**config.mk**
```make
export PLATFORM = sky130hd
export DESIGN_NAME = ex_operand_stage
export DESIGN_NICKNAME = d
export VERILOG_FILES = /design/src/rtl/rv_core_pkg.sv /design/src/rtl/operand_fwd_mux.sv /design/src/rtl/ex_operand_stage.sv
export SDC_FILE = /design/constraint.sdc
export NUM_CORES = 1
export LEC_CHECK = 0
export ABC_AREA = 1
export CORE_ASPECT_RATIO = 0.7
export CORE_MARGIN = 4
export CORE_UTILIZATION = 35
export DETAILED_ROUTE_END_ITERATION = 6
export HOLD_SLACK_MARGIN = 0.03
export PLACE_DENSITY = 0.66
export SLEW_MARGIN = 20
export SYNTH_ARGS = -nofsm -noshare
export SYNTH_HDL_FRONTEND = slang
export SYNTH_SLANG_ARGS = --single-unit
```
**constraint.sdc**
```tcl
create_clock -name clk -period 2.8 [get_ports clk]
set_input_delay 0.84 -clock clk [delete_from_list [all_inputs] [get_ports clk]]
set_output_delay 0.84 -clock clk [all_outputs]
set_load 0.05 [all_outputs]
```
**src/rtl/rv_core_pkg.sv**
```systemverilog
// Shared scalar-core types: ALU op encoding, default widths and the ID/EX record.
// Also provides the register-hit test used by operand forwarding.
package rv_core_pkg;

    localparam int DATA_WIDTH_DEF = 32;
    localparam int REG_ADDR_W_DEF = 5;

    typedef enum logic [3:0] {
        ALU_ADD  = 4'b0000,
        ALU_SUB  = 4'b0001,
        ALU_SLL  = 4'b0010,
        ALU_SLT  = 4'b0011,
        ALU_SLTU = 4'b0100,
        ALU_XOR  = 4'b0101,
        ALU_SRL  = 4'b0110,
        ALU_SRA  = 4'b0111,
        ALU_OR   = 4'b1000,
        ALU_AND  = 4'b1001,
        ALU_BEQ  = 4'b1010,
        ALU_BNE  = 4'b1011,
        ALU_BLT  = 4'b1100,
        ALU_BGE  = 4'b1101,
        ALU_BLTU = 4'b1110,
        ALU_BGEU = 4'b1111
    } alu_op_e;

    typedef struct packed {
        logic [REG_ADDR_W_DEF-1:0] rs1_addr;
        logic [REG_ADDR_W_DEF-1:0] rs2_addr;
        logic [REG_ADDR_W_DEF-1:0] rd_addr;
        logic [DATA_WIDTH_DEF-1:0] rs1_data;
        logic [DATA_WIDTH_DEF-1:0] rs2_data;
        logic [DATA_WIDTH_DEF-1:0] imm;
        logic                      use_imm;
        alu_op_e                   alu_op;
        logic                      rd_we;
    } id_ex_t;

    // x0 is hard-wired to zero, so a write to it never counts as a hit.
    function automatic logic reg_hit(input logic                      we,
                                     input logic [REG_ADDR_W_DEF-1:0] rd,
                                     input logic [REG_ADDR_W_DEF-1:0] src);
        return we && (rd == src) && (src != '0);
    endfunction

endpackage

```
**src/rtl/operand_fwd_mux.sv**
```systemverilog
// Resolves one source operand: x0 -> zero, then MEM result, then WB result, then the stored value.
// A MEM result still waiting on load data is not forwarded.
module operand_fwd_mux
    import rv_core_pkg::*;
#(
    parameter int DATA_WIDTH = DATA_WIDTH_DEF,
    parameter int REG_ADDR_W = REG_ADDR_W_DEF
) (
    input  logic [REG_ADDR_W-1:0] src_addr_i,
    input  logic [DATA_WIDTH-1:0] stored_data_i,
    input  logic                  mem_we_i,
    input  logic [REG_ADDR_W-1:0] mem_rd_i,
    input  logic [DATA_WIDTH-1:0] mem_data_i,
    input  logic                  mem_load_pend_i,
    input  logic                  wb_we_i,
    input  logic [REG_ADDR_W-1:0] wb_rd_i,
    input  logic [DATA_WIDTH-1:0] wb_data_i,
    output logic [DATA_WIDTH-1:0] data_o
);

    logic mem_hit;
    logic wb_hit;

    assign mem_hit = reg_hit(mem_we_i, mem_rd_i, src_addr_i) && !mem_load_pend_i;
    assign wb_hit  = reg_hit(wb_we_i, wb_rd_i, src_addr_i);

    always_comb begin
        data_o = stored_data_i;
        if (src_addr_i == '0) begin
            data_o = '0;
        end else if (mem_hit) begin
            data_o = mem_data_i;
        end else if (wb_hit) begin
            data_o = wb_data_i;
        end
    end

endmodule

```
**src/rtl/ex_operand_stage.sv**
```systemverilog
// ID/EX register feeding the scalar ALU: holds one decoded instruction, forwards
// MEM/WB results into its operands and stalls on load-use hazards.
module ex_operand_stage
    import rv_core_pkg::*;
#(
    parameter int DATA_WIDTH = DATA_WIDTH_DEF,
    parameter int REG_ADDR_W = REG_ADDR_W_DEF
) (
    input  logic                  clk,
    input  logic                  rst_n,
    input  logic                  flush_i,
    input  logic                  dec_valid_i,
    output logic                  dec_ready_o,
    input  logic [REG_ADDR_W-1:0] dec_rs1_addr_i,
    input  logic [REG_ADDR_W-1:0] dec_rs2_addr_i,
    input  logic [REG_ADDR_W-1:0] dec_rd_addr_i,
    input  logic [DATA_WIDTH-1:0] dec_rs1_data_i,
    input  logic [DATA_WIDTH-1:0] dec_rs2_data_i,
    input  logic [DATA_WIDTH-1:0] dec_imm_i,
    input  logic                  dec_use_imm_i,
    input  logic [3:0]            dec_alu_op_i,
    input  logic                  dec_rd_we_i,
    input  logic                  mem_we_i,
    input  logic [REG_ADDR_W-1:0] mem_rd_i,
    input  logic [DATA_WIDTH-1:0] mem_data_i,
    input  logic                  mem_load_pend_i,
    input  logic                  wb_we_i,
    input  logic [REG_ADDR_W-1:0] wb_rd_i,
    input  logic [DATA_WIDTH-1:0] wb_data_i,
    output logic                  ex_valid_o,
    input  logic                  ex_ready_i,
    output logic [DATA_WIDTH-1:0] ex_rs1_data_o,
    output logic [DATA_WIDTH-1:0] ex_rs2_data_o,
    output logic [3:0]            ex_alu_op_o,
    output logic [REG_ADDR_W-1:0] ex_rd_addr_o,
    output logic                  ex_rd_we_o,
    output logic                  hazard_stall_o
);

    // The stored record uses the package widths; the parameters are expected to match them.
    id_ex_t ex_q, ex_d;
    logic   occ_q, occ_d;

    logic                  hazard;
    logic                  consume;
    logic                  capture;
    logic [DATA_WIDTH-1:0] rs1_fwd;
    logic [DATA_WIDTH-1:0] rs2_fwd;

    assign hazard = occ_q && mem_we_i && mem_load_pend_i && (mem_rd_i != '0) &&
                    ((mem_rd_i == ex_q.rs1_addr) ||
                     (!ex_q.use_imm && (mem_rd_i == ex_q.rs2_addr)));

    assign ex_valid_o     = occ_q && !hazard && !flush_i;
    assign hazard_stall_o = hazard;
    assign consume        = ex_valid_o && ex_ready_i;
    assign dec_ready_o    = !occ_q || consume;
    assign capture        = dec_valid_i && dec_ready_o && !flush_i;

    operand_fwd_mux #(
        .DATA_WIDTH (DATA_WIDTH),
        .REG_ADDR_W (REG_ADDR_W)
    ) u_fwd_rs1 (
        .src_addr_i      (ex_q.rs1_addr),
        .stored_data_i   (ex_q.rs1_data),
        .mem_we_i        (mem_we_i),
        .mem_rd_i        (mem_rd_i),
        .mem_data_i      (mem_data_i),
        .mem_load_pend_i (mem_load_pend_i),
        .wb_we_i         (wb_we_i),
        .wb_rd_i         (wb_rd_i),
        .wb_data_i       (wb_data_i),
        .data_o          (rs1_fwd)
    );

    operand_fwd_mux #(
        .DATA_WIDTH (DATA_WIDTH),
        .REG_ADDR_W (REG_ADDR_W)
    ) u_fwd_rs2 (
        .src_addr_i      (ex_q.rs2_addr),
        .stored_data_i   (ex_q.rs2_data),
        .mem_we_i        (mem_we_i),
        .mem_rd_i        (mem_rd_i),
        .mem_data_i      (mem_data_i),
        .mem_load_pend_i (mem_load_pend_i),
        .wb_we_i         (wb_we_i),
        .wb_rd_i         (wb_rd_i),
        .wb_data_i       (wb_data_i),
        .data_o          (rs2_fwd)
    );

    assign ex_rs1_data_o = rs1_fwd;
    assign ex_rs2_data_o = ex_q.use_imm ? ex_q.imm : rs2_fwd;
    assign ex_alu_op_o   = ex_q.alu_op;
    assign ex_rd_addr_o  = ex_q.rd_addr;
    assign ex_rd_we_o    = ex_q.rd_we;

    always_comb begin
        occ_d = occ_q;
        ex_d  = ex_q;
        if (capture) begin
            // The regfile does not write through, so a same-cycle WB write is picked up here.
            occ_d         = 1'b1;
            ex_d.rs1_addr = dec_rs1_addr_i;
            ex_d.rs2_addr = dec_rs2_addr_i;
            ex_d.rd_addr  = dec_rd_addr_i;
            ex_d.rs1_data = reg_hit(wb_we_i, wb_rd_i, dec_rs1_addr_i) ? wb_data_i : dec_rs1_data_i;
            ex_d.rs2_data = reg_hit(wb_we_i, wb_rd_i, dec_rs2_addr_i) ? wb_data_i : dec_rs2_data_i;
            ex_d.imm      = dec_imm_i;
            ex_d.use_imm  = dec_use_imm_i;
            ex_d.alu_op   = alu_op_e'(dec_alu_op_i);
            ex_d.rd_we    = dec_rd_we_i;
        end else if (consume) begin
            occ_d = 1'b0;
        end else if (occ_q) begin
            // A stalled instruction absorbs WB writes so the value survives once WB moves on.
            if (reg_hit(wb_we_i, wb_rd_i, ex_q.rs1_addr)) ex_d.rs1_data = wb_data_i;
            if (reg_hit(wb_we_i, wb_rd_i, ex_q.rs2_addr)) ex_d.rs2_data = wb_data_i;
        end
        if (flush_i) begin
            occ_d = 1'b0;
        end
    end

    always_ff @(posedge clk or negedge rst_n) begin
        if (!rst_n) begin
            occ_q <= 1'b0;
            ex_q  <= '0;
        end else begin
            occ_q <= occ_d;
            ex_q  <= ex_d;
        end
    end

endmodule

```
* Word-level counts from Yosys, hierarchy flattened
Cells that the tools add are included.
** Storage, ports and cells
- Logic and storage cells :: 73
- Bits in registers :: 118
** Operators by class
- Eq/ne operators :: 7
- Reduce and logical (&&, ||, !) cells :: 41
- Mux-type cells :: 15
** Operator list (count)
- $mux 32 :: 9
- $mux 64 :: 3
- $eq 5x5->1 :: 6
- $reduce_bool 5->1 :: 5
- $logic_and 1x1->1 :: 24
- $logic_not 5->1 :: 2
- $logic_not 1->1 :: 5
- $mux 1 :: 3
- $reduce_bool 3->1 :: 1
- $logic_or 1x1->1 :: 2
- $ne 2x1->1 const B :: 1
- $reduce_and 2->1 :: 1
- $reduce_bool 2->1 :: 1

* Longest topological paths before layout
Gate-level depths: netlist (run 1).
- Depth after elaboration :: 13
- Mapped depth :: 15

* Cells and area by module
From an unflattened synthesis (run 1), not the netlist that was laid out.
** Unflattened totals
- Cells, all modules :: 1742
- Area, all modules :: 10342.4 sq um
** Modules (own cells, without submodules)
- ex_operand_stage :: sequential area each 2952.8 sq um, instances 1, area an instance 7252.0 sq um, cells each 1128
- operand_fwd_mux :: sequential area each 0.0 sq um, instances 2, area an instance 1545.2 sq um, cells each 307

* Least setup slack after synthesis (run 1)
OpenSTA, ideal clock, no wires.
- Path type :: input -> output
- Start :: input mem_rd_i[2]
- End :: output ex_valid_o
- Stages :: 7
- Path buffers :: 0
- Slack :: -615 ps
- Data arrival time :: 2575 ps
- Required time :: 1960 ps
- Cells stage by stage :: nor3_1 -> nand3_1 -> nand4_1 -> inv_1 -> nand2_1 -> inv_1 -> nor3_1
** Between the ends
- Longest elaborated chain between the ends :: 7
- Elaborated cells between the ends (all ways) :: 10
- Those cells by class :: 2 x eq/ne; 8 x reduce/logical
** RTL lines
- start: declaration :: RTL line ex_operand_stage.sv:24 : input logic [REG_ADDR_W-1:0] mem_rd_i,
- $eq 5x5->1 :: RTL line ex_operand_stage.sv:52 : (!ex_q.use_imm && (mem_rd_i == ex_q.rs2_addr)));
- $logic_and 1x1->1 :: RTL line ex_operand_stage.sv:52
- $logic_or 1x1->1 :: RTL line ex_operand_stage.sv:51 : ((mem_rd_i == ex_q.rs1_addr) ||
- $logic_and 1x1->1 (*) :: RTL line ex_operand_stage.sv:50 : assign hazard = occ_q && mem_we_i && mem_load_pend_i && (mem_rd_i != '0) &&
- via hazard_stall_o :: RTL line ex_operand_stage.sv:37 : output logic hazard_stall_o
- $logic_not 1->1 (*) :: RTL line ex_operand_stage.sv:54 : assign ex_valid_o = occ_q && !hazard && !flush_i;
- $logic_and 1x1->1 (*) (2 in series) :: RTL line ex_operand_stage.sv:54
- end: declaration :: RTL line ex_operand_stage.sv:30 : output logic ex_valid_o,
The timed path passes the listed nets; every way through them passes the cells marked *.

* Final worst setup path (run 1)
- Start :: input wb_rd_i[0]
- End :: output ex_rs2_data_o[16]
** Between the ends
- Longest elaborated chain between the ends :: 7
** RTL lines
- start: declaration :: RTL line ex_operand_stage.sv:28 : input logic [REG_ADDR_W-1:0] wb_rd_i,
- $eq 5x5->1 :: RTL line rv_core_pkg.sv:43 : return we && (rd == src) && (src != '0);
- $logic_and 1x1->1 (2 in series) :: RTL line rv_core_pkg.sv:43
- $mux 32
- $mux 32 :: RTL line operand_fwd_mux.sv:31 : end else if (mem_hit) begin
- $mux 32 :: RTL line operand_fwd_mux.sv:29 : if (src_addr_i == '0) begin
- $mux 32 :: RTL line ex_operand_stage.sv:93 : assign ex_rs2_data_o = ex_q.use_imm ? ex_q.imm : rs2_fwd;
- end: declaration :: RTL line ex_operand_stage.sv:33 : output logic [DATA_WIDTH-1:0] ex_rs2_data_o,
Every way passes these cells.

==> metrics.log, run 1 <==
[metrics] library cell contributing the largest single delay on the critical path: sky130_fd_sc_hd__nor2_1
[metrics] routability congestion estimate from global placement: 0.893
[metrics] io pins: 276
[metrics] initial standard-cell utilization of the core: 0.359
[metrics] outcome: finished with violations
[metrics] slew margin rel.: 0.652
[metrics] TritonCTS Buffers: 17
[metrics] detailed-route vias per instance: 5.27
[metrics] final number of max-transition violations: 0
[metrics] cell depth of the worst flop-to-flop path: 17
[metrics] Synthesized Nets: 1600
[metrics] clock root buffer: sky130_fd_sc_hd__clkbuf_16
[metrics] Sink Count: 118
[metrics] antenna violations before repair: 4
[metrics] achievable frequency: 303 MHz
[metrics] wire length of the first global-routing pass: 59.9 mm
[metrics] clock tree from TritonCTS: done
[metrics] 1st-pass router iterations: 5
[metrics] maximum number of pins on one net before global-route repair: 73
[metrics] worst-case vdd ir drop: 0.000467 V
[metrics] critical path start-end classification: in -> out
[metrics] number of vias in the routed layout: 11000
[metrics] Post-Syn Instances: 1401
[metrics] Congestion Overflow GR: 0
[metrics] worst reg2reg startpoint: ex_q[108]$_DFFE_PN0N_
[metrics] summed instance area of the synthesized netlist: 8600 um^2
[metrics] #FFs+latches synth: 118
[metrics] storage element area: 2960 um^2
[metrics] share of final-layout standard cells stronger than drive strength 1: 0.305
[metrics] Port Buffer Count: 275
[metrics] sum of net half-perimeters after detailed placement: 25.6 mm
[metrics] insertion delay to the later sink of the worst-skew pair: 0.43 ns
[metrics] CP peak stage delay: 0.20 ns
[metrics] Crit path arrival time: 2.46 ns
[metrics] sequence of cells on the critical path: buf_4 > inv_2 > o22ai_1 > nor2_1 > nand3_4 > buf_12 > clkbuf_16 > o21ai_2 > nand2_1 > o211ai_1 > nand2_2 > buf_12
[metrics] min cycle time layout: 3.30 ns
[metrics] Synth warnings: 0
[metrics] complex-gate fraction of the synthesized area: 0.190
[metrics] power density over the cells: 716 nW/um^2
[metrics] max-cap check violation count: 0
[metrics] share of synthesized cell area in full adder, half adder and majority cells: 0
[metrics] final clock skew: 0.00563 ns
[metrics] NumNets Final: 1955
[metrics] count of antenna-violating nets left after detailed routing: 0
[metrics] area fraction in and, or, nand and nor cells after synthesis: 0.327
[metrics] Die Ht: 139 um
[metrics] core area: 23900 um^2
[metrics] transition time at the pin with the least slew margin: 0.521 ns
[metrics] Rows: 47
[metrics] main combinational cell family by area after synthesis: simple AND/OR/NAND/NOR gates
[metrics] static leakage: 8.20 nW
[metrics] vias in the first global route: 10600
[metrics] register area share after synthesis: 0.343
[metrics] maximum buffer depth of the clock tree: 2
[metrics] minimum setup slack among reg-to-reg paths: 0.41 ns
[metrics] required arrival time at the worst endpoint: 1.96 ns
[metrics] cell with the most instances on the worst path: sky130_fd_sc_hd__buf_12
[metrics] endpoints failing setup: 67
[metrics] worst min-delay path class: in -> async
[metrics] diodes inserted: 0
[metrics] source of the critical timing path: wb_rd_i[0]
[metrics] routed wire length: 41.3 mm
[metrics] Worst Setup Start Kind: input port
[metrics] detail-routed net length per standard cell: 19.8 um
[metrics] Util after Layout: 0.682
[metrics] final-layout setup total negative slack: -28.01 ns
[metrics] residual DRC count: 0
[metrics] growth of design area from synthesis to finish: 89.7%
[metrics] xor/xnor cell area share of the yosys netlist: 0.00916
[metrics] violated checks: negative setup slack
[metrics] number of different library cells in the post-synthesis netlist: 25
[metrics] H-tree Lvls: 4
[metrics] CP Capture Type: output pin
[metrics] RSZ-0062 raised after global routing: yes
[metrics] combined global-route utilization of all metal layers: 0.277
[metrics] multi-input gate area in the final layout: 6160 um^2
[metrics] number of DRC violations after detailed-routing iteration 0: 782
[metrics] clock-pin slew of the registers on the worst-case setup and hold paths: 0.05 ns
[metrics] multiplexer share of the synthesized area: 0
[metrics] fill count: 1920
[metrics] final worst-path setup slack: -0.505 ns
[metrics] period utilization: 1.18
[metrics] area of the die: 27200 um^2
[metrics] reg-to-reg critical path endpoint: ex_q[64]$_DFFE_PN0P_
[metrics] DIE WIDTH: 195 um
[metrics] average cell area after synthesis: 6.14 um^2
[metrics] final-report hold violation count: 0
[metrics] quantity of hold-fixing buffers added after cts: 0
[metrics] maximum fanout along the worst path: 6
==> where the power goes <==
part	switching, mW	total, mW	internal [mW]
clock	0.850	2.27	1.42
combinational	3.85	7.02	3.17
sequential	0.257	2.39	2.14
==> kinds of logic after synthesis <==
logic type,count (synthesis)
XOR/XNOR,9
flip-flops,118
AND/OR/NAND/NOR,698
buffers and inverters,266
AO/OA/AOI/OAI,310
==> synthesized netlist by cell type <==
cell                       number  area, um^2
sky130_fd_sc_hd__nand2_1      554        2080
sky130_fd_sc_hd__o21ai_0      224        1120
sky130_fd_sc_hd__inv_1        157         589
sky130_fd_sc_hd__dfrtp_1      118        2950
sky130_fd_sc_hd__nand3_1      117         586
sky130_fd_sc_hd__clkbuf_1      56         210
sky130_fd_sc_hd__a21oi_1       37         185
sky130_fd_sc_hd__o211ai_1      32         240
sky130_fd_sc_hd__buf_2         31         155
sky130_fd_sc_hd__buf_4         14         105
sky130_fd_sc_hd__o21ai_1       13        65.1
sky130_fd_sc_hd__nor2_1        10        37.5
sky130_fd_sc_hd__nor3_1         6        30.0
sky130_fd_sc_hd__nand4_1        5        31.3
sky130_fd_sc_hd__xor2_1         5        43.8
sky130_fd_sc_hd__buf_6          4        45.0
sky130_fd_sc_hd__xnor2_1        4        35.0
sky130_fd_sc_hd__o22ai_1        3        18.8
sky130_fd_sc_hd__clkbuf_2       2        10.0
sky130_fd_sc_hd__inv_2          2        7.51
sky130_fd_sc_hd__nand2_2        2        12.5
sky130_fd_sc_hd__nand3_2        2        20.0
sky130_fd_sc_hd__a211oi_1       1        7.51
sky130_fd_sc_hd__nor4_1         1        6.26
sky130_fd_sc_hd__or2_2          1        6.26
==> state kept, by name, summed over array words and instances (netlist names) <==
name,cells
ex_rd_we_o,1
ex_alu_op_o,4
ex_rd_addr_o,5
occ_q,1
ex_q,107
==> through the flow <==
stage	hold slack, ns	instance area, um^2	setup slack, ns	cells	power [mW]
final	0.280	16300	-0.505	2087	11.7
after floorplan	0.442	9350	-0.225	1401	5.87
after global routing	0.260	16300	-0.602	2087	12.3
after global placement	0.454	13800	-0.873	2014	8.56
after CTS	0.258	15300	-0.533	2061	11.2
after detailed placement	0.459	13800	-0.946	2014	8.64
==> worst max-delay path by stage <==
stage                             end  cells after the start
floorplan           ex_rs2_data_o[10]                     11
global placement    ex_rs2_data_o[31]                     10
detailed placement  ex_rs1_data_o[15]                     13
CTS                 ex_rs1_data_o[19]                     12
global route        ex_rs2_data_o[16]                     12
finish              ex_rs2_data_o[16]                     12
==> layout by cell type (no fill, tap or decap), types with 5 or more instances in the layout <==
master                            count
sky130_fd_sc_hd__o21ai_0            142
sky130_fd_sc_hd__buf_8               11
sky130_fd_sc_hd__clkdlybuf4s50_1    194
sky130_fd_sc_hd__buf_12             100
sky130_fd_sc_hd__o21ai_4             45
sky130_fd_sc_hd__dfrtp_2              5
sky130_fd_sc_hd__nand2_2             59
sky130_fd_sc_hd__o211ai_1            32
sky130_fd_sc_hd__buf_6               23
sky130_fd_sc_hd__o21ai_1              8
sky130_fd_sc_hd__buf_4               91
sky130_fd_sc_hd__nand2_4             41
sky130_fd_sc_hd__a21oi_4             32
sky130_fd_sc_hd__nand4_1              5
sky130_fd_sc_hd__nand2_1            456
sky130_fd_sc_hd__nand3_1            113
sky130_fd_sc_hd__clkinv_2             6
sky130_fd_sc_hd__o21ai_2             42
sky130_fd_sc_hd__clkbuf_8             5
sky130_fd_sc_hd__inv_2               13
sky130_fd_sc_hd__buf_16               9
sky130_fd_sc_hd__dfrtp_1            113
sky130_fd_sc_hd__inv_1              144
sky130_fd_sc_hd__nor2_1               5
sky130_fd_sc_hd__clkbuf_16           28
==> critical path, delay by kind of cell <==
kind | cells | cell delay [ns]
buf+inv | 5 | 0.74
simple gates | 4 | 0.55
compound gates | 3 | 0.32
==> layout make-up <==
cell class,instances,share of cell area
clock buffers,23,0.0305
clock inverters,9,0.00598
inverters,159,0.0370
multi-input cells,1017,0.378
flip-flops and latches,118,0.181
well taps,318,0.0244
repair buffers,443,0.343
==> metal layers <==
layer  part of all wire  global-route usage  vias to the layer above
met4              0.018              0.0723                        8
li1                   -                   -                     5199
met2               0.45               0.423                      520
met3              0.098              0.0775                       70
met1               0.44               0.387                     5195
met5             0.0012                   0                        -
==> repair_timing <==
item                       4_1_cts  5_1_grt
setup buffers                   18       23
cloned                          11       14
pin swaps                       42       76
gates resized for setup        232      129
setup endpoints to repair       67       67
(Power assumes the default switching activity.)
==> run 2, diff against run 1 <==
--- a/config.mk
+++ b/config.mk
@@ -6,12 +6,13 @@
 export NUM_CORES = 1
 export LEC_CHECK = 0
 export ABC_AREA = 1
+export ABC_CLOCK_PERIOD_IN_PS = 2800
 export CORE_ASPECT_RATIO = 0.7
 export CORE_MARGIN = 4
 export CORE_UTILIZATION = 35
 export DETAILED_ROUTE_END_ITERATION = 6
 export HOLD_SLACK_MARGIN = 0.03
-export PLACE_DENSITY = 0.66
+export PLACE_DENSITY = 0.67
 export SLEW_MARGIN = 20
 export SYNTH_ARGS = -nofsm -noshare
 export SYNTH_HDL_FRONTEND = slang
==> metrics.log, run 2 (synthesis gave the netlist of run 1 again) <==
[metrics] TritonCTS Buffers: 17 (unchanged)
[metrics] Worst Setup Start Kind: input port (unchanged)
[metrics] storage element area: 2960 um^2 (about the same)
[metrics] clock-pin slew of the registers on the worst-case setup and hold paths: 0.06 ns (was 0.05 ns)
[metrics] max-cap check violation count: 0 (unchanged)
[metrics] clock root buffer: sky130_fd_sc_hd__clkbuf_16 (unchanged)
[metrics] detail-routed net length per standard cell: 19.8 um (about the same)
[metrics] worst reg2reg startpoint: ex_q[115]$_DFFE_PN0N_ (was ex_q[108]$_DFFE_PN0N_)
[metrics] Crit path arrival time: 2.48 ns (was 2.46 ns)
[metrics] post-route non-filler standard cell count: 2104 (was 2087)
[metrics] antenna violations before repair: 3 (was 4)
[metrics] diodes inserted: 0 (unchanged)
[metrics] combined global-route utilization of all metal layers: 0.278 (was 0.277)
[metrics] DIE WIDTH: 195 um (unchanged)
[metrics] maximum number of pins on one net before global-route repair: 81 (was 73)
[metrics] worst min-delay path class: in -> async (unchanged)
[metrics] most common cell after layout, fill and taps aside: sky130_fd_sc_hd__nand2_1 (unchanged)
[metrics] max FFs per register: 107 (unchanged)
[metrics] final-report hold violation count: 0 (unchanged)
[metrics] fill count: 1936 (was 1920)
[metrics] Pwr Total: 11.7 mW (about the same)
[metrics] endpoints failing setup: 67 (unchanged)
[metrics] Port Buffer Count: 275 (unchanged)
[metrics] final worst-path setup slack: -0.524 ns (was -0.505 ns)
[metrics] min cycle time layout: 3.32 ns (was 3.30 ns)
[metrics] final number of max-transition violations: 0 (unchanged)
[metrics] CP peak stage delay: 0.30 ns (was 0.20 ns)
[metrics] clock tree from TritonCTS: done (unchanged)
[metrics] library cell contributing the largest single delay on the critical path: sky130_fd_sc_hd__a21oi_1 (was sky130_fd_sc_hd__nor2_1)
[metrics] insertion delay to the later sink of the worst-skew pair: 0.42 ns (was 0.43 ns)
[metrics] Rows: 47 (unchanged)
[metrics] Congestion Overflow GR: 0 (unchanged)
[metrics] violated checks: negative setup slack (unchanged)
[metrics] wire length of the first global-routing pass: 59.8 mm (was 59.9 mm)
[metrics] vias in the first global route: 10500 (was 10600)
[metrics] worst-case vdd ir drop: 0.000548 V (was 0.000467 V)
[metrics] sum of net half-perimeters after detailed placement: 24.3 mm (was 25.6 mm)
[metrics] Sink Count: 118 (unchanged)
[metrics] io pins: 276 (unchanged)
[metrics] share of final-layout standard cells stronger than drive strength 1: 0.294 (was 0.305)
[metrics] maximum fanout along the worst path: 15 (was 6)
[metrics] sequence of cells on the critical path: buf_8 > inv_2 > nand2_1 > o21ai_0 > a21oi_1 > nand3_4 > buf_12 > buf_12 > nand2_2 > o21ai_2 > a21oi_4 > buf_12 (was buf_4 > inv_2 > o22ai_1 > nor2_1 > nand3_4 > buf_12 > clkbuf_16 > o21ai_2 > nand2_1 > o211ai_1 > nand2_2 > buf_12)
[metrics] area of the die: 27200 um^2 (unchanged)
[metrics] growth of design area from synthesis to finish: 88.1% (was 89.7%)
[metrics] RSZ-0062 raised after global routing: yes (unchanged)
[metrics] Die Ht: 139 um (unchanged)
[metrics] most used cells in the layout excluding fill and tap cells: 459 x sky130_fd_sc_hd__nand2_1, 194 x sky130_fd_sc_hd__clkdlybuf4s50_1, 147 x sky130_fd_sc_hd__inv_1 (was 456 x sky130_fd_sc_hd__nand2_1, 194 x sky130_fd_sc_hd__clkdlybuf4s50_1, 144 x sky130_fd_sc_hd__inv_1)
[metrics] NumNets Final: 1972 (was 1955)
[metrics] total placed cells including tap cells: 2011 (was 2014)
[metrics] transition time at the pin with the least slew margin: 0.494 ns (was 0.521 ns)
[metrics] slew margin rel.: 0.670 (was 0.652)
[metrics] Util after Layout: 0.676 (was 0.682)
[metrics] period utilization: 1.19 (was 1.18)
[metrics] critical path start-end classification: in -> out (unchanged)
[metrics] number of vias in the routed layout: 11200 (was 11000)
[metrics] worst-case setup slack after placement: -0.903 ns (was -0.946 ns)
[metrics] required arrival time at the worst endpoint: 1.96 ns (about the same)
[metrics] power density over the cells: 722 nW/um^2 (was 716 nW/um^2)
[metrics] achievable frequency: 301 MHz (was 303 MHz)
[metrics] count of antenna-violating nets left after detailed routing: 0 (unchanged)
[metrics] routed wire length: 41.6 mm (was 41.3 mm)
[metrics] static leakage: 8.22 nW (was 8.20 nW)
[metrics] CP Capture Type: output pin (unchanged)
[metrics] Top reg by flops: ex_q (unchanged)
[metrics] worst hold slack: 0.425 ns (was 0.280 ns)
[metrics] final clock skew: 0.00877 ns (was 0.00563 ns)
[metrics] quantity of hold-fixing buffers added after cts: 0 (unchanged)
[metrics] detailed-route vias per instance: 5.31 (was 5.27)
[metrics] residual DRC count: 0 (unchanged)
[metrics] routability congestion estimate from global placement: 0.886 (was 0.893)
[metrics] core area: 23900 um^2 (unchanged)
[metrics] maximum buffer depth of the clock tree: 2 (unchanged)
[metrics] initial standard-cell utilization of the core: 0.359 (unchanged)
[metrics] outcome: finished with violations (unchanged)
[metrics] source of the critical timing path: wb_rd_i[1] (was wb_rd_i[0])
[metrics] multi-input gate area in the final layout: 5970 um^2 (was 6160 um^2)
[metrics] H-tree Lvls: 4 (unchanged)
[metrics] number of DRC violations after detailed-routing iteration 0: 938 (was 782)
[metrics] cell with the most instances on the worst path: sky130_fd_sc_hd__buf_12 (unchanged)
[metrics] 1st-pass router iterations: 5 (unchanged)
-- run 2: cell types whose count changed in the layout (fill, tap and decap cells not counted), moves of 4 or more --
cell,change
sky130_fd_sc_hd__o21ai_1,+69
sky130_fd_sc_hd__o21ai_0,-49
sky130_fd_sc_hd__buf_4,+29
sky130_fd_sc_hd__nand2_4,-16
sky130_fd_sc_hd__o21ai_2,-14
sky130_fd_sc_hd__nand2_2,+11
sky130_fd_sc_hd__buf_12,-6
sky130_fd_sc_hd__o21ai_4,-6
sky130_fd_sc_hd__buf_8,-5
sky130_fd_sc_hd__clkbuf_16,-5
sky130_fd_sc_hd__buf_16,+4
-- run 2: path summary, 6_finish.rpt --
kind / to / slack, ns / cells past startpoint
min in group clk: ex_rd_addr_o[0]$_DFFE_PN0N_ / 0.47 / 2
min reg2reg: ex_rd_addr_o[0]$_DFFE_PN0N_ / 0.47 / 2
min: ex_rd_addr_o[4]$_DFFE_PN0N_ / 0.43 / 2
max in group asynchronous: ex_q[86]$_DFFE_PN0P_ / 2.02 / 2
max: ex_rs1_data_o[12] / -0.52 / 12
max reg2reg: ex_q[48]$_DFFE_PN0P_ / 0.16 / 18
-- run 2: cell type report --
type / instances / area share
multi-input combinational: 1017 / 0.369
timing repair buffer: 460 / 0.348
sequential: 118 / 0.183
inverter: 159 / 0.0369
tap: 318 / 0.0246
clock inverter: 9 / 0.00912
clock buffer: 23 / 0.0295
-- run 2: power breakdown --
part	internal, mW	switching [mW]
registers	2.14	0.260
logic	3.12	3.77
clock network	1.56	0.838
total	6.82	4.87
-- run 2: per-layer routing --
metal,up-vias,routed length [um],global-route usage
met4,6,915,0.0757
met1,5256,17700,0.387
met3,68,4830,0.0940
met2,598,18100,0.414
met5,-,45,0
li1,5234,-,-
-- run 2: through the flow --
step | setup TNS, ns | instance area [um^2]
6_report | -28.78 | 16200
5_1_grt | -34.00 | 16200
4_1_cts | -40.27 | 15400
3_5_place_dp | -94.14 | 13800
3_3_place_gp | -86.08 | 13800
2_1_floorplan | -12.19 | 9350
-- run 2: critical path: cells and delay by family --
kind,cells,cell delay (ns)
AOI/OAI and AO/OA,4,0.67
buffers and inverters,5,0.64
and+or+nand+nor,3,0.31
-- run 2: what timing repair did --
action                     4_1_cts  5_1_grt
gates cloned                    13       12
resized for setup              225      116
pin swaps                       46       47
setup endpoints to repair       67      131
buffers inserted                32       13
